`config.mk`:
```
export PLATFORM = sky130hd
export DESIGN_NAME = rtc_lectura_timing
export DESIGN_NICKNAME = d
export VERILOG_FILES = /design/src/rtl/rtc_bus_pkg.sv /design/src/rtl/rtc_frame_counter.sv /design/src/rtl/rtc_lectura_timing.sv
export SDC_FILE = /design/constraint.sdc
export NUM_CORES = 1
export LEC_CHECK = 0
export ABC_AREA = 1
export CORE_ASPECT_RATIO = 1.2
export CORE_MARGIN = 5
export CORE_UTILIZATION = 45
export DETAILED_ROUTE_END_ITERATION = 7
export GPL_TIMING_DRIVEN = 0
export PLACE_DENSITY_LB_ADDON = 0.3
export RECOVER_POWER = 25
export SLEW_MARGIN = 5
export SYNTH_ARGS = -nofsm -noshare
export SYNTH_HDL_FRONTEND = slang
export SYNTH_HIERARCHICAL = 1
export SYNTH_SLANG_ARGS = --single-unit
```
`constraint.sdc`:
```
create_clock -name clk -period 1.65 [get_ports clk]
set_clock_uncertainty 0.1 [all_clocks]
set_input_delay 0.4125 -clock clk [delete_from_list [all_inputs] [get_ports clk]]
set_output_delay 0.4125 -clock clk [all_outputs]
set_load 0.01 [all_outputs]
```
`src/rtl/rtc_bus_pkg.sv`:
```
// Shared timing constants for the RTC multiplexed-bus read path.
// Window bounds are in cont_lectura units and are inclusive at both ends.
package rtc_bus_pkg;

    localparam logic [5:0] ADDR_START    = 6'd8;
    localparam logic [5:0] WR_START      = 6'd9;
    localparam logic [5:0] WR_END        = 6'd14;
    localparam logic [5:0] DRV_END       = 6'd15;
    localparam logic [5:0] ADDR_END      = 6'd16;
    localparam logic [5:0] DATA_CS_START = 6'd20;
    localparam logic [5:0] RD_START      = 6'd21;
    localparam logic [5:0] RD_END        = 6'd34;
    localparam logic [5:0] DATA_CS_END   = 6'd35;
    localparam logic [5:0] FRAME_LAST    = 6'd42;

    // Register-bank capture window used by the downstream read-sequence block.
    localparam logic [5:0] CAPT_ON       = 6'd27;
    localparam logic [5:0] CAPT_OFF      = 6'd33;

    localparam int N_FRAMES_DEF = 11;

    typedef enum logic [2:0] {
        WIN_ADDR    = 3'd0,
        WIN_WR      = 3'd1,
        WIN_DRV     = 3'd2,
        WIN_DATA_CS = 3'd3,
        WIN_RD      = 3'd4
    } win_e;

    localparam int N_WIN = 5;

    typedef struct packed {
        logic [5:0] lo;
        logic [5:0] hi;
    } win_t;

    function automatic win_t win_bounds(input int idx);
        win_t w;
        w.lo = 6'd63;
        w.hi = 6'd0;
        case (idx)
            0:       begin w.lo = ADDR_START;    w.hi = ADDR_END;    end
            1:       begin w.lo = WR_START;      w.hi = WR_END;      end
            2:       begin w.lo = WR_START;      w.hi = DRV_END;     end
            3:       begin w.lo = DATA_CS_START; w.hi = DATA_CS_END; end
            4:       begin w.lo = RD_START;      w.hi = RD_END;      end
            default: begin w.lo = 6'd63;         w.hi = 6'd0;        end
        endcase
        return w;
    endfunction

    function automatic logic in_window(input logic [5:0] v, input win_t w);
        return (v >= w.lo) && (v <= w.hi);
    endfunction

endpackage

```
`src/rtl/rtc_frame_counter.sv`:
```
// Frame-position counter (0..FRAME_LAST) and frame index within a read burst.
// Exposes the next counter value so the strobes can be registered in step with it.
module rtc_frame_counter #(
    parameter int FRAME_LAST = 42,
    parameter int N_FRAMES   = 11
) (
    input  logic       clk,
    input  logic       rst,
    input  logic       enable_leer,
    output logic [5:0] cont_lectura,
    output logic [5:0] cont_next,
    output logic       frame_done,
    output logic       lectura_done
);

    localparam int         IDX_W    = (N_FRAMES > 1) ? $clog2(N_FRAMES) : 1;
    localparam logic [5:0] LAST_C   = 6'(FRAME_LAST);
    localparam logic [IDX_W-1:0] IDX_LAST = IDX_W'(N_FRAMES - 1);

    logic [5:0]       cont_reg;
    logic [IDX_W-1:0] frame_idx_reg;
    logic [IDX_W-1:0] frame_idx_next;

    always_comb begin
        cont_next      = '0;
        frame_idx_next = '0;
        if (enable_leer) begin
            if (cont_reg == LAST_C) begin
                cont_next      = '0;
                frame_idx_next = (frame_idx_reg == IDX_LAST) ? '0
                                                             : frame_idx_reg + 1'b1;
            end else begin
                cont_next      = cont_reg + 6'd1;
                frame_idx_next = frame_idx_reg;
            end
        end
    end

    always_ff @(posedge clk) begin
        if (rst) begin
            cont_reg      <= '0;
            frame_idx_reg <= '0;
        end else begin
            cont_reg      <= cont_next;
            frame_idx_reg <= frame_idx_next;
        end
    end

    // Pulses follow the live enable so an aborted frame never reports completion.
    assign frame_done   = enable_leer && (cont_reg == LAST_C);
    assign lectura_done = frame_done && (frame_idx_reg == IDX_LAST);
    assign cont_lectura = cont_reg;

endmodule

```
`src/rtl/rtc_lectura_timing.sv`:
```
// RTC read-path timing generator: frame counter plus registered Intel-style
// bus strobes (cs_n, ad, wr_n, rd_n) and the FPGA address-bus drive enable.
module rtc_lectura_timing #(
    parameter int FRAME_LAST = int'(rtc_bus_pkg::FRAME_LAST),
    parameter int N_FRAMES   = rtc_bus_pkg::N_FRAMES_DEF
) (
    input  logic       clk,
    input  logic       rst,
    input  logic       enable_leer,
    output logic [5:0] cont_lectura,
    output logic       cs_n,
    output logic       ad,
    output logic       wr_n,
    output logic       rd_n,
    output logic       bus_drive,
    output logic       frame_done,
    output logic       lectura_done
);

    import rtc_bus_pkg::*;

    logic [5:0]       cont_next;
    logic [N_WIN-1:0] win_hit;

    logic cs_n_reg;
    logic ad_reg;
    logic wr_n_reg;
    logic rd_n_reg;
    logic bus_drive_reg;

    rtc_frame_counter #(
        .FRAME_LAST (FRAME_LAST),
        .N_FRAMES   (N_FRAMES)
    ) u_frame_counter (
        .clk          (clk),
        .rst          (rst),
        .enable_leer  (enable_leer),
        .cont_lectura (cont_lectura),
        .cont_next    (cont_next),
        .frame_done   (frame_done),
        .lectura_done (lectura_done)
    );

    // Decoding the next count lets each registered strobe line up with the
    // cont_lectura value it belongs to. A disabled counter yields 0, which
    // lies outside every window, so strobes drop with the counter.
    generate
        for (genvar gi = 0; gi < N_WIN; gi++) begin : g_win
            assign win_hit[gi] = in_window(cont_next, win_bounds(gi));
        end
    endgenerate

    always_ff @(posedge clk) begin
        if (rst) begin
            cs_n_reg      <= 1'b1;
            ad_reg        <= 1'b1;
            wr_n_reg      <= 1'b1;
            rd_n_reg      <= 1'b1;
            bus_drive_reg <= 1'b0;
        end else begin
            cs_n_reg      <= ~(win_hit[WIN_ADDR] | win_hit[WIN_DATA_CS]);
            ad_reg        <= ~win_hit[WIN_ADDR];
            wr_n_reg      <= ~win_hit[WIN_WR];
            rd_n_reg      <= ~win_hit[WIN_RD];
            bus_drive_reg <= win_hit[WIN_DRV];
        end
    end

    assign cs_n      = cs_n_reg;
    assign ad        = ad_reg;
    assign wr_n      = wr_n_reg;
    assign rd_n      = rd_n_reg;
    assign bus_drive = bus_drive_reg;

endmodule

```
==> reports/summary.log, run 1 <==
INFO  status         status=finished, violations left
INFO  status         failed_checks=setup timing
INFO  power_and_ir_drop switching_share=0.244
INFO  critical_path  cp-start-kind=input pin
INFO  critical_path  cp_num_cells=4
INFO  critical_path  rrSetupSlack=-0.10ns
INFO  global_route   grt_antenna_before_repair=0
INFO  power_and_ir_drop peakVddDrop=0.536mV
INFO  global_route   grt_first_pass_wirelength=2790um
INFO  worst_hold_path hold_path_class=flop to flop
INFO  sta            timing.fmax=0.553GHz
INFO  placement      placement.cell_area=1060um^2
INFO  yosys          ys_top_cells_by_count=sky130_fd_sc_hd__nand2_1 (26), sky130_fd_sc_hd__nor2_1 (17), sky130_fd_sc_hd__dfxtp_1 (15)
INFO  power_and_ir_drop power.share.sequential=0.572
INFO  worst_hold_path hold_path_end=u_frame_counter/frame_idx_reg[3]$_SDFFE_PP0N_
INFO  yosys          syn_avg_cell_area=7.25um^2
INFO  sta            finalWorstSetupSlack=-0.160ns
INFO  power_and_ir_drop cellPowerDensity=533nW/um^2
INFO  power_and_ir_drop fin_total_pwr=0.639mW
INFO  yosys          async_flop_share=0
INFO  die            die-area=2860um^2
INFO  detailed_routing drcViolationCount=0
INFO  die            core_area=1830um^2
INFO  yosys          syn_inst=117
INFO  yosys          netlist.area_leader.share=0.354
INFO  yosys          ys.warnings.count=6
INFO  yosys          synthTopCellsByArea=sky130_fd_sc_hd__dfxtp_1 (35%), sky130_fd_sc_hd__nand2_1 (12%), sky130_fd_sc_hd__nor2_1 (7.5%)
INFO  worst_hold_path worst_hold_depth=2
INFO  final_layout   instances_no_fill=163
INFO  cts            cts_num_sinks=15
INFO  global_route   grt_usage=0.127
INFO  yosys          synth.largest_area_cell=sky130_fd_sc_hd__dfxtp_1
INFO  yosys          synth.cell_area=848um^2
INFO  placement      placed_cells=151
INFO  final_layout   syn_to_final_growth=41.3%
INFO  detailed_routing antenna_left=0
INFO  power_and_ir_drop cellInternalPower=0.483mW
INFO  die            floorplan.die.width=49.6um
INFO  placement      gp_congestion=0.788
INFO  job            cap_viol_max_count=0
INFO  cts            insertion_delay_to_the_later_sink_of_the_worst_skew_pair=0.28ns
INFO  yosys          edff_count_synth=0
INFO  global_route   grt_start_max_net_pins=10
INFO  die            top_level_ports=16
INFO  cts            numCtsBuffers=3
INFO  final_layout   final_design_area_no_fill=1200um^2
INFO  sta            fin_crit_sh=1.10
INFO  cts            cts_tree=built
INFO  power_and_ir_drop clkPwrFrac=0.320
INFO  final_layout   num_antenna_cells=0
INFO  yosys          synth_flop_cell=sky130_fd_sc_hd__dfxtp_1
INFO  critical_path  cp_num_buf_inv=3
INFO  critical_path  startpoint_to_endpoint_class_of_the_critical_path=input pin to output port
INFO  critical_path  worst_path_max_delay_cell=sky130_fd_sc_hd__clkdlybuf4s50_1
INFO  yosys          ys_seq_area_frac=0.354
INFO  die            initial_utilization=0.464
INFO  cts            clkSlewWorstSetupHoldPaths=0.09ns
INFO  final_layout   final_core_util=0.655
INFO  yosys          synthMostInstantiatedCell=sky130_fd_sc_hd__nand2_1
INFO  detailed_routing detail_route.vias_per_cell=4.77
INFO  detailed_routing route.detailed.wl_per_inst=10.4um
INFO  cts            clk_path_buf_depth=2
INFO  sta            worst_slew_pin_slew=0.420ns
INFO  critical_path  crit_path_max_cell_delay=0.47ns
INFO  global_route   grt_overflow=0
INFO  yosys          synthDistinctLibCells=26
INFO  placement      buffer_ports.inserted=15
INFO  sta            report.final.setup_viol=7
INFO  yosys          synth.ff_latch_count=15
INFO  critical_path  critPathRequiredTime=1.14ns
INFO  sta            timing.final.crit_period=1.81ns
INFO  detailed_routing detailed_route_wl=1690um
INFO  yosys          net_count_of_the_mapped_netlist=122
INFO  placement      dpl.hpwl=1240um
INFO  final_layout   largest_register_ff_count=6
INFO  detailed_routing first_pass_iters=4
INFO  worst_hold_path hp-start=u_frame_counter/frame_idx_reg[3]$_SDFFE_PP0N_
INFO  critical_path  regToRegEndpoint=rd_n$_SDFF_PP1_
INFO  critical_path  worstPathArrival=1.30ns
INFO  power_and_ir_drop p_comb_frac=0.108
INFO  detailed_routing dr.first_iter.drc_count=13
INFO  critical_path  cp_cell_sequence=clkdlybuf4s50_1 -> inv_2 -> nor3_4 -> buf_2
INFO  sta            finalMaxSlewViolations=0
INFO  power_and_ir_drop leakage=0.518nW
INFO  final_layout   drive_above_1_share=0.375
INFO  cts            clock-root-buffer=sky130_fd_sc_hd__clkbuf_4
INFO  critical_path  number_of_cells_on_the_worst_reg_to_reg_path=12
INFO  final_layout   finalNetCount=150
INFO  sta            final_hold_viol_count=0
INFO  critical_path  worst_path_dominant_cell_family=buffers and inverters
INFO  detailed_routing vias=777
INFO  critical_path  worstPathMaxFanout=6
INFO  sta            timing.slew.headroom=0.719
INFO  sta            grt_setup_unrepaired=yes
INFO  die            num_rows=17
INFO  die            die_height=57.6um
INFO  cts            maximum_level_of_the_cts_h_tree=1
INFO  power_and_ir_drop p_sw=0.156mW
INFO  global_route   first_global_vias=728
INFO  critical_path  nature_of_the_critical_path_endpoint=output port
INFO  critical_path  critical_path.reg2reg.startpoint=u_frame_counter/cont_lectura[0]$_SDFF_PP0_
## layout make-up
class                   count  area, um^2
fillers                   166         631
multi-input cells          83         571
flip-flops and latches     15         313
repair buffers             23         188
inverters                  19        76.3
well taps                  19        23.8
clock buffers               3        22.5
clock inverters             1        5.00
## worst register-to-register path: stages (launching register included)
cell	delay, ns
sky130_fd_sc_hd__dfxtp_4	0.35
sky130_fd_sc_hd__inv_2	0.06
sky130_fd_sc_hd__ha_4	0.13
sky130_fd_sc_hd__nand3_4	0.08
sky130_fd_sc_hd__nor2_8	0.11
sky130_fd_sc_hd__buf_4	0.17
sky130_fd_sc_hd__nor2_4	0.05
sky130_fd_sc_hd__inv_4	0.12
sky130_fd_sc_hd__nor2_4	0.06
sky130_fd_sc_hd__nor2_2	0.13
sky130_fd_sc_hd__nand2_1	0.07
sky130_fd_sc_hd__o21ai_1	0.14
sky130_fd_sc_hd__nand3_1	0.08
## worst max-delay path by stage
| stage | from | to | slack, ns |
|---|---|---|---|
| floorplan | u_frame_counter/cont_lectura[0]$_SDFF_PP0_ | rd_n$_SDFF_PP1_ | 0.001 |
| global placement | enable_leer | lectura_done | -0.59 |
| detailed placement | enable_leer | lectura_done | -0.61 |
| CTS | u_frame_counter/cont_lectura[0]$_SDFF_PP0_ | lectura_done | -0.17 |
| global route | u_frame_counter/cont_lectura[0]$_SDFF_PP0_ | lectura_done | -0.24 |
| finish | enable_leer | lectura_done | -0.16 |
## kinds of logic after synthesis
group,Yosys count,synth area share
AND/OR/NAND/NOR,69,0.431
buffers and inverters,19,0.0900
AO/OA/AOI/OAI,9,0.0649
flip-flops,15,0.354
adder cells (fa/ha/maj),2,0.0295
XOR/XNOR,3,0.0310
## cell usage in the layout, fill, tap and decap left out, drive strengths merged, types with 4 or more instances in the layout
cell,Yosys,routed
nand2,27,27
nor2,21,21
inv,19,19
dfxtp,15,15
nand3,11,11
dlygate4sd2,0,10
buf,0,10
nor3,6,6
a21oi,4,4
o21ai,4,4
## power by group through the flow
stage	clock (mW)	sequential [mW]	combinational, mW
after global placement	0	0.376	0.0506
after CTS	0.210	0.366	0.0679
after global routing	0.231	0.366	0.0757
after detailed placement	0	0.376	0.0515
after floorplan	0	0.377	0.0325
final	0.204	0.365	0.0689
## stage by stage
stage	setup TNS (ns)	hold slack [ns]	setup slack, ns
floorplan	0	0.354	0.00114
global placement	-2.71	0.352	-0.592
detailed placement	-3.07	0.357	-0.612
CTS	-0.606	0.425	-0.170
global route	-1.28	0.452	-0.242
finish	-0.500	0.433	-0.160
## repair_timing
item / 4_1_cts / 5_1_grt
pin swaps: 4 / 3
hold endpoints to repair: 0 / 0
buffers inserted: 8 / 0
resized for setup: 30 / 7
hold buffers: 0 / 0
setup endpoints to repair: 17 / 8
## metal layers
layer,up-vias,track usage,share of wire
met4,0,0.0674,0.0071
met5,-,0,0
met3,2,0.0418,0.049
li1,426,-,-
met2,10,0.209,0.49
met1,339,0.142,0.45
Power figures use the tool's default switching activity.
==> run 2: changes to the inputs <==
--- a/config.mk
+++ b/config.mk
@@ -6,12 +6,13 @@
 export NUM_CORES = 1
 export LEC_CHECK = 0
 export ABC_AREA = 1
+export ABC_CLOCK_PERIOD_IN_PS = 1650
 export CORE_ASPECT_RATIO = 1.2
 export CORE_MARGIN = 5
 export CORE_UTILIZATION = 45
 export DETAILED_ROUTE_END_ITERATION = 7
 export GPL_TIMING_DRIVEN = 0
-export PLACE_DENSITY_LB_ADDON = 0.3
+export PLACE_DENSITY_LB_ADDON = 0.2
 export RECOVER_POWER = 25
 export SLEW_MARGIN = 5
 export SYNTH_ARGS = -nofsm -noshare
==> reports/summary.log, run 2 (synthesized netlist as in run 1, its figures left out) <==
INFO  status         status=finished, violations left
INFO  status         failed_checks=setup timing
INFO  die            die_height=57.6um [unchanged]
INFO  critical_path  number_of_cells_on_the_worst_reg_to_reg_path=12 [unchanged]
INFO  global_route   grt_overflow=0 [unchanged]
INFO  critical_path  worstPathMaxFanout=3 [-3]
INFO  placement      dpl.hpwl=1250um [+0.31%]
INFO  power_and_ir_drop leakage=0.501nW [-3.3%]
INFO  worst_hold_path hold_path_class=flop to flop
INFO  cts            cts_tree=built
INFO  final_layout   largest_register_ff_count=6 [unchanged]
INFO  sta            fin_worst_hold_slack=0.437ns [+0.00371 ns]
INFO  global_route   grt_antenna_before_repair=0 [unchanged]
INFO  detailed_routing detail_route.vias_per_cell=4.79 [+0.51%]
INFO  detailed_routing drcViolationCount=0 [unchanged]
INFO  sta            grt_setup_unrepaired=yes
INFO  sta            timing.fmax=0.554GHz [+0.28%]
INFO  cts            maximum_level_of_the_cts_h_tree=1 [unchanged]
INFO  final_layout   syn_to_final_growth=38.3%
INFO  detailed_routing vias=781 [+0.51%]
INFO  placement      placement.cell_area=1060um^2 [unchanged]
INFO  die            core_area=1830um^2 [unchanged]
INFO  placement      buffer_ports.inserted=15 [unchanged]
INFO  die            die-area=2860um^2 [unchanged]
INFO  power_and_ir_drop cellInternalPower=0.483mW [about the same]
INFO  die            floorplan.die.width=49.6um [unchanged]
INFO  cts            cts_num_sinks=15 [unchanged]
INFO  power_and_ir_drop p_sw=0.164mW [+5.1%]
INFO  power_and_ir_drop cellPowerDensity=551nW/um^2 [+3.4%]
INFO  critical_path  critPathRequiredTime=1.14ns [about the same]
INFO  detailed_routing antenna_left=0 [unchanged]
INFO  worst_hold_path worst_hold_depth=2 [unchanged]
INFO  global_route   grt_start_max_net_pins=10 [unchanged]
INFO  sta            finalMaxSlewViolations=0 [unchanged]
INFO  cts            clk_path_buf_depth=2 [unchanged]
INFO  die            top_level_ports=16 [unchanged]
INFO  cts            clock-root-buffer=sky130_fd_sc_hd__clkbuf_4
INFO  final_layout   finalNetCount=150 [unchanged]
INFO  final_layout   num_antenna_cells=0 [unchanged]
INFO  global_route   grt_first_pass_wirelength=2900um [+3.9%]
INFO  sta            final_hold_viol_count=0 [unchanged]
INFO  placement      placed_cells=151 [unchanged]
INFO  critical_path  nature_of_the_critical_path_endpoint=output port
INFO  final_layout   instances_no_fill=163 [unchanged]
INFO  placement      gp_congestion=0.835 [+6.0%]
INFO  sta            fin_crit_sh=1.09 [-0.00304]
INFO  power_and_ir_drop switching_share=0.253 [+0.00931]
INFO  power_and_ir_drop p_comb_frac=0.108 [about the same]
INFO  final_layout   most_frequent_standard_cell_in_the_layout_excluding_fill_and_tap_cells=sky130_fd_sc_hd__nand2_1
INFO  final_layout   mostFrequentLayoutCells=sky130_fd_sc_hd__nand2_1 (26), sky130_fd_sc_hd__nor2_1 (12), sky130_fd_sc_hd__inv_1 (10)
INFO  final_layout   final_design_area_no_fill=1170um^2 [-2.1%]
INFO  cts            numCtsBuffers=3 [unchanged]
INFO  sta            timing.slew.headroom=0.720 [+0.00151]
INFO  power_and_ir_drop power.share.sequential=0.565 [-0.007]
INFO  die            initial_utilization=0.464 [unchanged]
INFO  sta            finalWorstSetupSlack=-0.155ns [+0.00501 ns]
INFO  power_and_ir_drop clkPwrFrac=0.327 [+0.007]
INFO  placement      dp_slack=-0.598ns [+0.0143 ns]
INFO  sta            report.final.setup_viol=7 [unchanged]
INFO  detailed_routing first_pass_iters=4 [unchanged]
INFO  final_layout   drive_above_1_share=0.354 [-0.0208]
INFO  critical_path  cp-start-kind=flop
INFO  sta            worst_slew_pin_slew=0.416ns [-0.00394 ns]
INFO  critical_path  startpoint_to_endpoint_class_of_the_critical_path=flop to output port
INFO  cts            cts_hold_repair.buffers=0 [unchanged]
INFO  cts            insertion_delay_to_the_later_sink_of_the_worst_skew_pair=0.28ns [about the same]
INFO  detailed_routing dr.first_iter.drc_count=8 [-5]
INFO  sta            timing.final.crit_period=1.80ns [-0.00501 ns]
INFO  global_route   first_global_vias=725 [-0.41%]
INFO  detailed_routing detailed_route_wl=1750um [+3.9%]
INFO  die            num_rows=17 [unchanged]
INFO  power_and_ir_drop peakVddDrop=0.416mV [-22%]
INFO  cts            clkSlewWorstSetupHoldPaths=0.10ns [about the same]
INFO  global_route   grt_usage=0.127 [about the same]
INFO  critical_path  worstPathArrival=1.29ns [about the same]
INFO  detailed_routing route.detailed.wl_per_inst=10.8um [+3.9%]
INFO  job            cap_viol_max_count=0 [unchanged]
==> run 2: cell count changes in the layout (fill, tap and decap cells not counted), sizes merged <==
cell,before,now
clkbuf,3,4
dlygate4sd2,10,5
clkdlybuf4s25,1,5
==> run 2: final timing paths <==
check | startpoint | endpoint | slack (ns)
hold / removal | u_frame_counter/frame_idx_reg[3]$_SDFFE_PP0N_ | u_frame_counter/frame_idx_reg[3]$_SDFFE_PP0N_ | 0.44
setup / recovery | u_frame_counter/cont_lectura[0]$_SDFF_PP0_ | lectura_done | -0.15
setup reg to reg | u_frame_counter/cont_lectura[0]$_SDFF_PP0_ | cs_n$_SDFF_PP1_ | -0.09
hold reg to reg | u_frame_counter/frame_idx_reg[3]$_SDFFE_PP0N_ | u_frame_counter/frame_idx_reg[3]$_SDFFE_PP0N_ | 0.44
==> run 2: repair_timing <==
action	CTS	global route
pin swaps	3	5
setup endpoints to repair	13	12
resized for setup	19	17
setup buffers	6	2
==> run 2: through the flow <==
stage	util	TNS [ns]	power, mW
after floorplan	-	0	0.409
after global placement	0.582	-2.89	0.427
after detailed placement	0.582	-3.01	0.428
after CTS	0.615	-0.902	0.642
after global routing	0.642	-1.31	0.673
final	0.642	-0.534	0.647
==> run 2: cell type report <==
cell class / count / area [um^2]
Fill cell: 182 / 656
Sequential cell: 15 / 313
Clock buffer: 3 / 22.5
Inverter: 19 / 78.8
Clock inverter: 1 / 5.00
Timing Repair Buffer: 23 / 196
Multi-Input combinational cell: 83 / 534
Tap cell: 19 / 23.8
==> run 2: power groups by stage <==
| stage | Clock [mW] | Sequential (mW) | Combinational (mW) |
|---|---|---|---|
| floorplan | 0 | 0.377 | 0.0325 |
| global placement | 0 | 0.376 | 0.0511 |
| detailed placement | 0 | 0.376 | 0.0516 |
| CTS | 0.216 | 0.366 | 0.0597 |
| global route | 0.230 | 0.366 | 0.0769 |
| finish | 0.212 | 0.365 | 0.0697 |
==> run 2: routing by layer <==
layer	GRT usage	share of wire	vias to the layer above
li1	-	-	423
met1	0.151	0.47	351
met2	0.218	0.50	5
met3	0.0313	0.022	2
met4	0.0449	0.0057	0
met5	0	0	-
==> run 2: worst max-delay path: stages (launching register included) <==
cell	delay, ns
sky130_fd_sc_hd__dfxtp_4	0.36
sky130_fd_sc_hd__inv_2	0.06
sky130_fd_sc_hd__ha_4	0.13
sky130_fd_sc_hd__nand3_4	0.08
sky130_fd_sc_hd__nor2_8	0.11
sky130_fd_sc_hd__inv_4	0.04
sky130_fd_sc_hd__nor3_2	0.08
sky130_fd_sc_hd__buf_2	0.15
==> run 3: changes to the inputs <==
--- a/config.mk
+++ b/config.mk
@@ -8,7 +8,7 @@
 export ABC_AREA = 1
 export ABC_CLOCK_PERIOD_IN_PS = 1650
 export CORE_ASPECT_RATIO = 1.2
-export CORE_MARGIN = 5
+export CORE_MARGIN = 8
 export CORE_UTILIZATION = 45
 export DETAILED_ROUTE_END_ITERATION = 7
 export GPL_TIMING_DRIVEN = 0
==> reports/summary.log, run 3 (synthesized netlist as in run 1, its figures left out) <==
INFO  cts            maximum_level_of_the_cts_h_tree=1 [unchanged]
INFO  sta            timing.fmax=0.554GHz [about the same]
INFO  final_layout   finalNetCount=149 [-0.67%]
INFO  critical_path  cp_cell_sequence=inv_2 -> ha_4 -> nand3_4 -> nor2_8 -> buf_4 -> nor2_4 -> inv_6 -> nor2_4 -> nand2_1 -> nand3b_1 -> o21ai_0 -> nand3_1
INFO  critical_path  regToRegEndpoint=rd_n$_SDFF_PP1_
INFO  die            die-area=3540um^2 [+24%]
INFO  critical_path  number_of_cells_on_the_worst_reg_to_reg_path=12 [unchanged]
INFO  global_route   grt_usage=0.106 [-0.0211]
INFO  power_and_ir_drop cellPowerDensity=553nW/um^2 [+0.38%]
INFO  global_route   grt_start_max_net_pins=10 [unchanged]
INFO  critical_path  nature_of_the_critical_path_endpoint=flop
INFO  die            core_area=1810um^2 [-1.2%]
INFO  final_layout   final_design_area_no_fill=1150um^2 [-1.6%]
INFO  detailed_routing first_pass_iters=4 [unchanged]
INFO  detailed_routing drcViolationCount=0 [unchanged]
INFO  detailed_routing antenna_left=0 [unchanged]
INFO  status         failed_checks=setup timing
INFO  final_layout   num_antenna_cells=0 [unchanged]
INFO  global_route   grt_first_pass_wirelength=3200um [+10%]
INFO  critical_path  cp_num_buf_inv=3 [unchanged]
INFO  die            floorplan.die.width=55.6um [+12%]
INFO  job            cap_viol_max_count=0 [unchanged]
INFO  global_route   grt_antenna_before_repair=0 [unchanged]
INFO  detailed_routing detailed_route_wl=1730um [-1.2%]
INFO  sta            timing.slew.headroom=0.706 [-0.0141]
INFO  critical_path  critPathMostFrequentCell=sky130_fd_sc_hd__nor2_4
INFO  power_and_ir_drop peakVddDrop=0.619mV [+49%]
INFO  worst_hold_path hold_path_end=u_frame_counter/frame_idx_reg[3]$_SDFFE_PP0N_
INFO  worst_hold_path worst_hold_depth=2 [unchanged]
INFO  die            top_level_ports=16 [unchanged]
INFO  critical_path  worst_path_max_delay_cell=sky130_fd_sc_hd__dfxtp_4
INFO  sta            timing.final.crit_period=1.81ns [+0.00110 ns]
INFO  power_and_ir_drop p_sw=0.154mW [-5.8%]
INFO  critical_path  setup.worst_path.start=u_frame_counter/cont_lectura[0]$_SDFF_PP0_
INFO  critical_path  worstPathArrival=1.87ns [+0.58 ns]
INFO  detailed_routing route.detailed.wl_per_inst=10.7um [-0.59%]
INFO  global_route   met1_track_usage_gr=0.118 [-0.0324]
INFO  detailed_routing vias=812 [+4.0%]
INFO  placement      gp_congestion=0.826 [-0.99%]
INFO  final_layout   filler_cell_count=164 [-9.9%]
INFO  power_and_ir_drop switching_share=0.242 [-0.0119]
INFO  power_and_ir_drop cellInternalPower=0.485mW [+0.35%]
INFO  detailed_routing detail_route.vias_per_cell=5.01 [+4.6%]
INFO  die            num_rows=17 [unchanged]
INFO  final_layout   most_frequent_standard_cell_in_the_layout_excluding_fill_and_tap_cells=sky130_fd_sc_hd__nand2_1
INFO  status         status=finished, violations left
INFO  global_route   grt_overflow=0 [unchanged]
INFO  global_route   grtUsageMet3=0.0361 [+0.00474]
INFO  critical_path  crit_path_max_cell_delay=0.37ns [about the same]
INFO  power_and_ir_drop p_comb_frac=0.101 [-0.007]
INFO  critical_path  rrSetupSlack=-0.16ns [-0.07 ns]
INFO  placement      placement.cell_area=1060um^2 [unchanged]
INFO  worst_hold_path hp-start=u_frame_counter/frame_idx_reg[3]$_SDFFE_PP0N_
INFO  sta            worst_slew_pin_slew=0.439ns [+0.0228 ns]
INFO  global_route   groute.layer.met2.usage=0.176 [-0.0426]
INFO  final_layout   syn_to_final_growth=36.1%
INFO  sta            grt_setup_unrepaired=yes
INFO  cts            clock-root-buffer=sky130_fd_sc_hd__clkbuf_4
INFO  power_and_ir_drop clkPwrFrac=0.325 [-0.002]
INFO  die            die_height=63.6um [+10%]
INFO  cts            clkSlewWorstSetupHoldPaths=0.09ns [about the same]
INFO  power_and_ir_drop fin_total_pwr=0.639mW [-1.2%]
INFO  cts            clk_path_buf_depth=2 [unchanged]
INFO  placement      buffer_ports.inserted=15 [unchanged]
INFO  sta            finalWorstSetupSlack=-0.156ns [-0.00109 ns]
INFO  cts            cts_tree=built
INFO  sta            final_hold_viol_count=0 [unchanged]
INFO  critical_path  worst_path_dominant_cell_family=simple AND/OR/NAND/NOR gates
INFO  final_layout   mostFrequentLayoutCells=sky130_fd_sc_hd__nand2_1 (26), sky130_fd_sc_hd__nor2_1 (12), sky130_fd_sc_hd__inv_1 (11)
INFO  sta            fin_crit_sh=1.09 [about the same]
INFO  final_layout   register_area=310um^2 [-0.80%]
INFO  critical_path  critPathRequiredTime=1.72ns [+0.58 ns]
INFO  global_route   global_route.peak_usage_layer=met2
INFO  final_layout   drive_above_1_share=0.322 [-0.0325]
INFO  die            initial_utilization=0.469 [+0.00546]
INFO  final_layout   largest_register_ff_count=6 [unchanged]
INFO  sta            report.final.setup_viol=7 [unchanged]
INFO  final_layout   multi_input_comb_area=522um^2 [-2.3%]
INFO  critical_path  critical_path.reg2reg.startpoint=u_frame_counter/cont_lectura[0]$_SDFF_PP0_
INFO  critical_path  worstPathMaxFanout=7 [+4]
INFO  cts            cts_num_sinks=15 [unchanged]
INFO  placement      dp_slack=-0.590ns [+0.00778 ns]
INFO  sta            finalMaxSlewViolations=0 [unchanged]
INFO  global_route   first_global_vias=765 [+5.5%]
INFO  placement      dpl.hpwl=1330um [+6.4%]
INFO  worst_hold_path hold_path_class=flop to flop
INFO  detailed_routing dr.first_iter.drc_count=10 [+2]
INFO  cts            numCtsBuffers=3 [unchanged]
INFO  power_and_ir_drop leakage=0.510nW [+1.8%]
INFO  critical_path  cp-start-kind=flop
INFO  cts            insertion_delay_to_the_later_sink_of_the_worst_skew_pair=0.28ns [about the same]
INFO  power_and_ir_drop power.share.sequential=0.574 [+0.009]
INFO  critical_path  startpoint_to_endpoint_class_of_the_critical_path=flop to flop
[run 3: cell types whose count changed in the layout (fill, tap and decap cells not counted), sizes merged]
cell,before,now
clkdlybuf4s25,5,0
dlymetal6s2s,0,4
dlygate4sd2,5,7
buf,10,9
clkinv,1,0
[run 3: power by group through the flow]
stage               sequential (mW)  clock [mW]  combinational (mW)
CTS                           0.367       0.215              0.0564
global placement              0.376           0              0.0511
detailed placement            0.376           0              0.0523
finish                        0.367       0.208              0.0644
floorplan                     0.377           0              0.0325
global route                  0.367       0.235              0.0701
[run 3: through the flow]
step	utilization	hold WS (ns)	instances	setup TNS (ns)
after floorplan	-	0.354	117	0
after global placement	0.589	0.354	151	-2.86
after detailed placement	0.589	0.353	151	-3.18
after CTS	0.612	0.431	159	-1.03
after global routing	0.639	0.456	162	-1.68
final	0.639	0.428	162	-0.768
[run 3: layer usage]
layer | vias to the layer above | share of wire
met5 | - | 0
met4 | 0 | 0.014
met3 | 4 | 0.055
met2 | 13 | 0.50
met1 | 372 | 0.43
li1 | 423 | -
[run 3: worst min-delay path, stage by stage, from the launching register on]
cell                      delay, ns
sky130_fd_sc_hd__dfxtp_1       0.35
sky130_fd_sc_hd__nand2_1       0.09
sky130_fd_sc_hd__a21oi_2       0.05
[run 3: worst max path at each step]
stage                                 end  cells past startpoint  slack, ns
after floorplan           rd_n$_SDFF_PP1_                     11      0.001
after global placement       lectura_done                      4      -0.59
after detailed placement     lectura_done                      4      -0.59
after CTS                 rd_n$_SDFF_PP1_                     12      -0.17
after global routing      cs_n$_SDFF_PP1_                     14      -0.28
final                     rd_n$_SDFF_PP1_                     12      -0.16
[run 3: area by class of cell]
type,count,share of cell area
Multi-Input combinational cell,83,0.452
Tap cell,19,0.0206
Sequential cell,15,0.269
Inverter,19,0.0683
Clock buffer,4,0.0228
Timing Repair Buffer,22,0.168
[run 3: what timing repair did]
item / CTS / global route
setup buffers: 4 / 3
endpoints found under the setup margin: 14 / 11
pin swaps: 4 / 1
hold buffers: 0 / 0
gates resized for setup: 20 / 8
gates cloned: 0 / 0
